--- config.mk ---
export PLATFORM = sky130hd
export DESIGN_NAME = noc_port_requester
export DESIGN_NICKNAME = d
export VERILOG_FILES = /design/src/rtl/noc_pkg.sv /design/src/rtl/flit_fifo.sv /design/src/rtl/noc_port_requester.sv
export SDC_FILE = /design/constraint.sdc
export NUM_CORES = 1
export LEC_CHECK = 0
export CORE_MARGIN = 5
export CORE_UTILIZATION = 58
export DETAILED_ROUTE_END_ITERATION = 6
export PLACE_DENSITY = 0.93
export SYNTH_ARGS = -nofsm -noshare
export SYNTH_HDL_FRONTEND = slang
export SYNTH_SLANG_ARGS = --single-unit
--- constraint.sdc ---
create_clock -name clk -period 5.2 [get_ports clk]
set_input_delay 1.04 -clock clk [delete_from_list [all_inputs] [get_ports clk]]
set_output_delay 1.04 -clock clk [all_outputs]
set_load 0.005 [all_outputs]
--- src/rtl/noc_pkg.sv ---
// ---------------------------------------------------------------------------
// Module  : noc_pkg
// Brief   : Flit id encodings, length width and requester state type.
// Rev     : 1.0
// ---------------------------------------------------------------------------
`default_nettype none

package noc_pkg;

    localparam logic [2:0] FLIT_HEAD = 3'b001;
    localparam logic [2:0] FLIT_BODY = 3'b010;
    localparam logic [2:0] FLIT_TAIL = 3'b100;
    localparam int         LEN_W     = 12;

    typedef enum logic [1:0] {
        IDLE = 2'd0,
        WAIT = 2'd1,
        XFER = 2'd2
    } req_state_t;

endpackage

`default_nettype wire

--- src/rtl/flit_fifo.sv ---
// ---------------------------------------------------------------------------
// Module  : flit_fifo
// Brief   : Power-of-two circular flit buffer with combinational head output.
// Rev     : 1.0
// ---------------------------------------------------------------------------
`default_nettype none

module flit_fifo #(
    parameter int WIDTH = 35,
    parameter int DEPTH = 4
) (
    input  logic             clk,
    input  logic             rst_n,
    input  logic             i_push,
    input  logic             i_pop,
    input  logic [WIDTH-1:0] i_data,
    output logic             o_full,
    output logic             o_empty,
    output logic [WIDTH-1:0] o_head
);
    localparam int            c_AW   = (DEPTH > 1) ? $clog2(DEPTH) : 1;
    localparam logic [c_AW:0] c_FULL = (c_AW + 1)'(DEPTH);

    logic [WIDTH-1:0] r_mem [DEPTH];
    logic [c_AW-1:0]  r_wr_ptr;
    logic [c_AW-1:0]  r_rd_ptr;
    logic [c_AW:0]    r_count;
    logic             w_do_push;
    logic             w_do_pop;

    assign o_full    = (r_count == c_FULL);
    assign o_empty   = (r_count == '0);
    assign o_head    = r_mem[r_rd_ptr];
    assign w_do_push = i_push & ~o_full;
    assign w_do_pop  = i_pop & ~o_empty;

    // Storage is not reset; entries are only visible once counted.
    always_ff @(posedge clk) begin
        if (w_do_push) begin
            r_mem[r_wr_ptr] <= i_data;
        end
    end

    always_ff @(posedge clk or negedge rst_n) begin
        if (!rst_n) begin
            r_wr_ptr <= '0;
            r_rd_ptr <= '0;
            r_count  <= '0;
        end else begin
            if (w_do_push) r_wr_ptr <= r_wr_ptr + 1'b1;
            if (w_do_pop)  r_rd_ptr <= r_rd_ptr + 1'b1;
            case ({w_do_push, w_do_pop})
                2'b10:   r_count <= r_count + 1'b1;
                2'b01:   r_count <= r_count - 1'b1;
                default: r_count <= r_count;
            endcase
        end
    end

endmodule

`default_nettype wire

--- src/rtl/noc_port_requester.sv ---
// ---------------------------------------------------------------------------
// Module  : noc_port_requester
// Brief   : NoC input-port front end: flit FIFO plus arbiter request FSM.
//           Define FLIT_CHK_EN to enable flit-order checking and err pulses.
// Rev     : 1.0
// ---------------------------------------------------------------------------
`default_nettype none

module noc_port_requester
    import noc_pkg::*;
#(
    parameter int DATA_W = 32,
    parameter int DEPTH  = 4
) (
    input  logic              clk,
    input  logic              rst,
    input  logic              in_valid,
    input  logic [DATA_W-1:0] in_flit,
    input  logic [2:0]        in_id,
    output logic              in_ready,
    input  logic              grant,
    output logic              req,
    output logic [2:0]        flit_id,
    output logic [LEN_W-1:0]  length,
    output logic              out_valid,
    output logic [DATA_W-1:0] out_flit,
    output logic              err
);
    localparam int c_FLIT_W = DATA_W + 3;

    req_state_t          r_state;
    req_state_t          w_state_nxt;
    logic [LEN_W-1:0]    r_length;
    logic                w_push;
    logic                w_pop;
    logic                w_full;
    logic                w_empty;
    logic                w_drop;
    logic                w_hold;
    logic                w_cap;
    logic                w_out_valid;
    logic [c_FLIT_W-1:0] w_head;
    logic [2:0]          w_head_id;
    logic                w_is_hdr;
    logic                w_is_tail;

    assign w_push = in_valid & ~w_full;
    assign w_pop  = w_out_valid | w_drop;

    flit_fifo #(
        .WIDTH (c_FLIT_W),
        .DEPTH (DEPTH)
    ) u_fifo (
        .clk     (clk),
        .rst_n   (rst),
        .i_push  (w_push),
        .i_pop   (w_pop),
        .i_data  ({in_id, in_flit}),
        .o_full  (w_full),
        .o_empty (w_empty),
        .o_head  (w_head)
    );

    // Masking to 000 when empty lets id bits double as "head present" tests.
    assign w_head_id = w_empty ? 3'b000 : w_head[c_FLIT_W-1 -: 3];
    assign w_is_hdr  = |(w_head_id & FLIT_HEAD);
    assign w_is_tail = |(w_head_id & FLIT_TAIL);

    always_comb begin
        w_state_nxt = r_state;
        w_drop      = 1'b0;
        w_hold      = 1'b0;
        w_cap       = 1'b0;
        case (r_state)
            IDLE: begin
                if (w_is_hdr) begin
                    w_state_nxt = WAIT;
                    w_cap       = 1'b1;
                end
`ifdef FLIT_CHK_EN
                else if (!w_empty) begin
                    w_drop = 1'b1;
                end
`endif
            end
            WAIT: begin
                if (grant) begin
                    w_state_nxt = w_is_tail ? IDLE : XFER;
                end
            end
            XFER: begin
`ifdef FLIT_CHK_EN
                // Missing tail: hold the new header back and restart as a fresh packet.
                if (w_is_hdr) begin
                    w_hold      = 1'b1;
                    w_cap       = 1'b1;
                    w_state_nxt = WAIT;
                end else
`endif
                if (grant && w_is_tail) begin
                    w_state_nxt = IDLE;
                end else if (!grant) begin
                    w_state_nxt = WAIT;
                end
            end
            default: w_state_nxt = IDLE;
        endcase
        w_out_valid = grant & (r_state != IDLE) & ~w_empty & ~w_hold;
    end

    always_ff @(posedge clk or negedge rst) begin
        if (!rst) begin
            r_state  <= IDLE;
            r_length <= '0;
        end else begin
            r_state <= w_state_nxt;
            if (w_cap) r_length <= w_head[LEN_W-1:0];
        end
    end

`ifdef FLIT_CHK_EN
    logic r_err;

    always_ff @(posedge clk or negedge rst) begin
        if (!rst) begin
            r_err <= 1'b0;
        end else begin
            r_err <= w_drop | w_hold;
        end
    end

    assign err = r_err;
`else
    assign err = 1'b0;
`endif

    assign in_ready  = ~w_full;
    assign req       = (r_state != IDLE);
    assign flit_id   = w_head_id;
    assign length    = r_length;
    assign out_valid = w_out_valid;
    assign out_flit  = w_head[DATA_W-1:0];

endmodule

`default_nettype wire
==> results_dict.tcl, run 1 <==
set metrics [dict create \
    endpoint_kind "output port" \
    cts_buffer_depth 2 \
    hold_viol 0 \
    final_common_cell "edfxtp_1" \
    netSwitchingPower_mw 1.230 \
    layout.nets 404 \
    diodes 0 \
    grt_antenna_before_repair 0 \
    dp_hpwl_um 6593 \
    die-height_um 112.8 \
    synthDistinctLibCells 30 \
    worstMarginPinSlew_ns 1.030 \
    cp.arrival_ns 2.93 \
    max_freq_mhz 252.1 \
    grt_max_degree 37 \
    slew_headroom_pct 31.15 \
    max_stage_delay_ns 0.80 \
    drt_iter0_drc 217 \
    grtUsageTotal_pct 18.20 \
    grt_first_pass_wirelength_um 17180 \
    setup_viol 0 \
    clock_sinks 161 \
    ir_worst_vdd_uv 380.6 \
    port_buffers 88 \
    path_buf_inv 2 \
    start_kind "flop" \
    slew_viol_final 0 \
    yosys_warnings 0 \
    vias 2836 \
    initial_core_util_pct 59.36 \
    sequentialPowerShare_pct 42.5 \
    maxCapViolCount 0 \
    setup_tns_ns 0 \
    path_max_fanout 22 \
    p_int_mw 3.342 \
    dp_cells 476 \
    layoutNonFillerInstCount 508 \
    criticalPathCategory "reg -> out" \
    layout_common_cells "140 x edfxtp_1, 88 x clkdlybuf4s50_1, 27 x mux4_2" \
    power_mw 4.572 \
    worstSkewPairLatency_ns 0.52 \
    gp_congestion 0.7648 \
    combPwrFrac_pct 32.0 \
    htree_levels 4 \
    routed_wl_um 10740 \
    crit_required_ns 4.16 \
    vias_per_cell 5.583 \
    cts_buffers 17 \
    ant_nets 0 \
    crit_chain "buf_4 -> mux4_2 -> and2_1 -> clkdlybuf4s50_1" \
    cpMaxStageDelayCell "dfrtp_2" \
    post_cts_buffers 0 \
    synth_seq_area_share_pct 77.17 \
    firstDrtPassIters 4 \
    power.density_nw_per_um2 595.8 \
    hp-class "reg -> reg" \
    cts_hold_buf 0 \
    grt_pass1_vias 3175 \
    fill_cells 571 \
    clkPwrFrac_pct 25.5 \
    period_needed_ns 3.967 \
    area_growth_pct 25.21 \
    drive_gt1_share_pct 21.24 \
    die_w_um 112.8 \
    mappedNetlistArea_um2 6128 \
    cpLargestDelayFamily "buffers and inverters" \
    clk_pin_slew_ns 0.06 \
    core_area_um2 10320 \
    p_sw_share_pct 26.90 \
    p_leak_nw 2.679 \
    fin_skew_ns 0.007567 \
    synth_nets 306 \
    io_pins 90 \
    tritoncts "built" \
    rsz0062_at_grt "no" \
    root_buffer "clkbuf_8" \
    timing.final.crit_share_pct 76.29 \
    placementRows 37 \
    syn_area_per_cell_um2 23.48 \
    syn_inst 261 \
    synth_seq_cells 161 \
    status "complete, no violations" \
    grt-ovfl-total 0 \
    die_area_um2 12720 \
    wl_per_cell_um 21.15 \
    drc 0 \
    cts_resized 0 \
]
==> sequential cells by signal (all words and copies together), names as in the netlist <==
name	flops
length	12
r_state	2
u_fifo.r_count	3
u_fifo.r_mem	140
u_fifo.r_rd_ptr	2
u_fifo.r_wr_ptr	2
==> routing by layer <==
metal,up-vias,part of all wire [%],global-route usage (%)
met5,-,0,0
met4,0,1.8,7.772
met3,14,6.4,5.668
met2,92,51,30.06
met1,1470,41,22.41
li1,1260,-,-
==> logic make-up (layout without fill, tap and decap cells) <==
family                   Yosys count  in the layout  synth area share, %
adder cells (fa/ha/maj)            6              6                1.348
multiplexers                      49             49                16.46
AO/OA/AOI/OAI                      1              1              0.08159
XOR/XNOR                           7              7                1.000
AND/OR/NAND/NOR                   20             20                2.165
buffers and inverters             16            127                1.715
flip-flops                       161            161                77.17
other                              1              1              0.06119
==> path summary, 6_finish.rpt <==
kind / startpoint / cells after the start / end / slack, ns
setup / recovery: u_fifo.r_rd_ptr[0] / 4 / flit_id[1] / 1.23
hold / removal: u_fifo.r_count[2] / 1 / u_fifo.r_count[2] / 0.49
setup reg to reg: u_fifo.r_count[0] / 9 / u_fifo.r_count[2] / 2.89
hold reg to reg: u_fifo.r_count[2] / 1 / u_fifo.r_count[2] / 0.49
max in group asynchronous: rst / 1 / u_fifo.r_rd_ptr[1] / 3.43
min in group asynchronous: rst / 1 / length[9] / 1.09
==> synthesized netlist by cell type, drive strengths merged <==
| cell | number | area, um2 |
|---|---|---|
| nand2 | 2 | 7.510 |
| nand4 | 1 | 6.260 |
| fa | 1 | 20.02 |
| inv | 6 | 22.52 |
| clkbuf | 1 | 3.750 |
| mux2i | 1 | 10.01 |
| nor2 | 3 | 11.26 |
| or3 | 1 | 7.510 |
| mux4 | 35 | 818.3 |
| or3b | 1 | 8.760 |
| and2 | 4 | 26.28 |
| ha | 5 | 62.56 |
| a21oi | 1 | 5.000 |
| mux2 | 13 | 180.2 |
| nor3b | 1 | 7.510 |
| nand3b | 1 | 20.02 |
| conb | 1 | 3.750 |
| xnor2 | 3 | 26.28 |
| buf | 9 | 78.83 |
| xor2 | 4 | 35.03 |
| or2 | 1 | 6.260 |
| edfxtp | 140 | 4204 |
| dfrtp | 21 | 525.5 |
| and3 | 5 | 31.28 |
==> layout make-up <==
| type | count | area [um2] | share of cell area (%) |
|---|---|---|---|
| clock inverters | 12 | 136.4 | 1.777 |
| inverters | 6 | 22.52 | 0.2935 |
| clock buffers | 20 | 425.4 | 5.544 |
| repair buffers | 89 | 888.4 | 11.58 |
| multi-input cells | 84 | 1299 | 16.92 |
| flip-flops and latches | 161 | 4732 | 61.67 |
| well taps | 136 | 170.2 | 2.218 |
==> through the flow <==
step	worst slack, ns	util, %	hold WS (ns)	area, um2
2_1_floorplan	2.738	-	0.4458	6128
3_3_place_gp	1.708	68.89	0.4688	7112
3_5_place_dp	1.697	68.89	0.4767	7112
4_1_cts	1.118	74.33	0.4892	7674
5_1_grt	0.9941	74.33	0.5196	7674
6_report	1.233	74.33	0.4885	7674
==> power groups by stage <==
stage	sequential, mW	clock (mW)	combinational (mW)
floorplan	1.84	0	0.913
CTS	1.95	1.19	1.50
finish	1.94	1.17	1.46
global route	1.99	1.25	1.57
global placement	1.95	0	1.44
detailed placement	1.98	0	1.48
Power figures use the tool's default switching activity.
==> inputs of run 2 (changes only) <==
--- a/config.mk
+++ b/config.mk
@@ -6,9 +6,9 @@
 export NUM_CORES = 1
 export LEC_CHECK = 0
 export CORE_MARGIN = 5
-export CORE_UTILIZATION = 58
+export CORE_UTILIZATION = 54
 export DETAILED_ROUTE_END_ITERATION = 6
-export PLACE_DENSITY = 0.93
+export PLACE_DENSITY = 0.88
 export SYNTH_ARGS = -nofsm -noshare
 export SYNTH_HDL_FRONTEND = slang
 export SYNTH_SLANG_ARGS = --single-unit
==> constraint.sdc (replaced) <==
create_clock -name clk -period 4 [get_ports clk]
set_input_delay 0.8 -clock clk [delete_from_list [all_inputs] [get_ports clk]]
set_output_delay 0.8 -clock clk [all_outputs]
set_load 0.005 [all_outputs]
==> run 2 against run 1 <==
Clock skew fell by 0.0012 ns. Clock power rose by 25%. Count of clock-buffer cells in the layout did not move. Wire length fell by 1.2%. Utilization fell by 6.4 points. Via count rose by 0.32%. First-iteration DRC count fell by 47%. Non-clock buffer count rose by 1. Final area fell by 0.16%. Critical path type unchanged. Largest power group unchanged.
==> results_dict.tcl, run 2 (same netlist as run 1, synthesis figures left out) <==
set metrics [dict create \
    grtUsageTotal_pct 16.81 \
    tritoncts "built" \
    cp.arrival_ns 2.74 \
    start_kind "flop" \
    power.density_nw_per_um2 767.8 \
    endpoint_kind "output port" \
    post_cts_buffers 0 \
    drc 0 \
    clkPwrFrac_pct 24.8 \
    top_register "u_fifo.r_mem" \
    cts_buffer_depth 2 \
    cts_hold_buf 0 \
    layout_common_cells "140 x edfxtp_1, 88 x clkdlybuf4s50_1, 27 x mux4_2" \
    dp_hpwl_um 6689 \
    drive_gt1_share_pct 19.62 \
    clock_sinks 161 \
    hold_viol 0 \
    htree_levels 4 \
    grt_antenna_before_repair 0 \
    fin_skew_ns 0.006340 \
    drt_iter0_drc 116 \
    grt_first_pass_wirelength_um 16490 \
    r2r_cells 9 \
    p_leak_nw 2.677 \
    cts_resized 0 \
    place_ws_ns 0.8196 \
    layout.nets 405 \
    hp-start "length[11]" \
    sequentialPowerShare_pct 42.7 \
    ant_nets 0 \
    initial_core_util_pct 54.37 \
    largest_reg_flops 140 \
    setup_tns_ns 0 \
    p_int_mw 4.351 \
    diodes 0 \
    wl_per_cell_um 20.60 \
    io_pins 90 \
    p_sw_share_pct 26.03 \
    area_growth_pct 25.01 \
    grt-ovfl-total 0 \
    die_w_um 116.5 \
    worstSetupEndpoint "out_flit[18]" \
    core_area_um2 11270 \
    rsz0062_at_grt "no" \
    ir_worst_vdd_uv 411.3 \
    root_buffer "clkbuf_16" \
    cts_buffers 17 \
    combPwrFrac_pct 32.5 \
    netSwitchingPower_mw 1.531 \
    timing.final.crit_share_pct 88.40 \
    criticalPathCategory "reg -> out" \
    layout_setup_ws_ns 0.4640 \
    grt_pass1_vias 3121 \
    maxCapViolCount 0 \
    r2r_setup_slack_ns 1.70 \
    slew_headroom_pct 31.34 \
    max_freq_mhz 282.8 \
    routed_wl_um 10610 \
    fin_area_um2 7661 \
    grt_max_degree 36 \
    worstMarginPinSlew_ns 1.027 \
    die-height_um 116.5 \
    dpl-instance-area_um2 7128 \
    setup_viol 0 \
    path_max_fanout 25 \
    die_area_um2 13580 \
    gp_congestion 0.7352 \
    status "complete, no violations" \
    final_util_pct 67.97 \
    slew_viol_final 0 \
    crit-reg2reg-launch "u_fifo.r_count[0]" \
    vias_per_cell 5.524 \
    period_needed_ns 3.536 \
    worstSkewPairLatency_ns 0.40 \
    placementRows 39 \
    port_buffers 88 \
    clk_pin_slew_ns 0.06 \
    critPathLaunch "u_fifo.r_rd_ptr[0]" \
    crit_required_ns 3.20 \
    hp-class "reg -> reg" \
    rr_endpoint "u_fifo.r_count[2]" \
    final_common_cell "edfxtp_1" \
    firstDrtPassIters 4 \
    vias 2845 \
]
run 2: power groups by stage:
stage	registers, mW	logic [mW]	clock network, mW
after detailed placement	2.56	1.95	0
after global placement	2.53	1.90	0
after global routing	2.57	2.06	1.56
after CTS	2.53	1.96	1.49
final	2.51	1.91	1.46
after floorplan	2.40	1.19	0
run 2: worst min-delay path by stage:
| stage | depth (start not counted) | endpoint |
|---|---|---|
| after global placement | 1 | u_fifo.r_count[2] |
| final | 1 | length[11] |
| after floorplan | 1 | u_fifo.r_count[2] |
| after detailed placement | 1 | u_fifo.r_count[2] |
| after CTS | 1 | u_fifo.r_count[2] |
| after global routing | 1 | u_fifo.r_count[2] |
run 2: metal layers:
layer	wire length [um]	GRT usage, %	up-vias
met2	5819	30.51	80
met4	122	6.881	0
li1	-	-	1272
met3	668	5.440	15
met1	4001	18.09	1478
met5	0	0	-
run 2: stage by stage:
step	total power [mW]	hold WS (ns)	instances
after floorplan	3.582	0.4458	261
after global placement	4.421	0.4620	484
after detailed placement	4.502	0.4833	484
after CTS	5.971	0.4947	515
after global routing	6.187	0.5101	515
final	5.882	0.5020	515
run 2: layout make-up:
type | instances | area [um2]
Sequential cell | 161 | 4732
Multi-Input combinational cell | 84 | 1299
Timing Repair Buffer | 90 | 895.9
Inverter | 6 | 22.52
Clock buffer | 20 | 436.7
Fill cell | 716 | 3611
Tap cell | 143 | 178.9
Clock inverter | 11 | 96.34
run 2: worst max-delay path, cell delays in order, from the launching register on:
cell and delay [ns]:
dfrtp_2 0.86, buf_4 0.41, mux4_2 0.55, clkdlybuf4s50_1 0.49
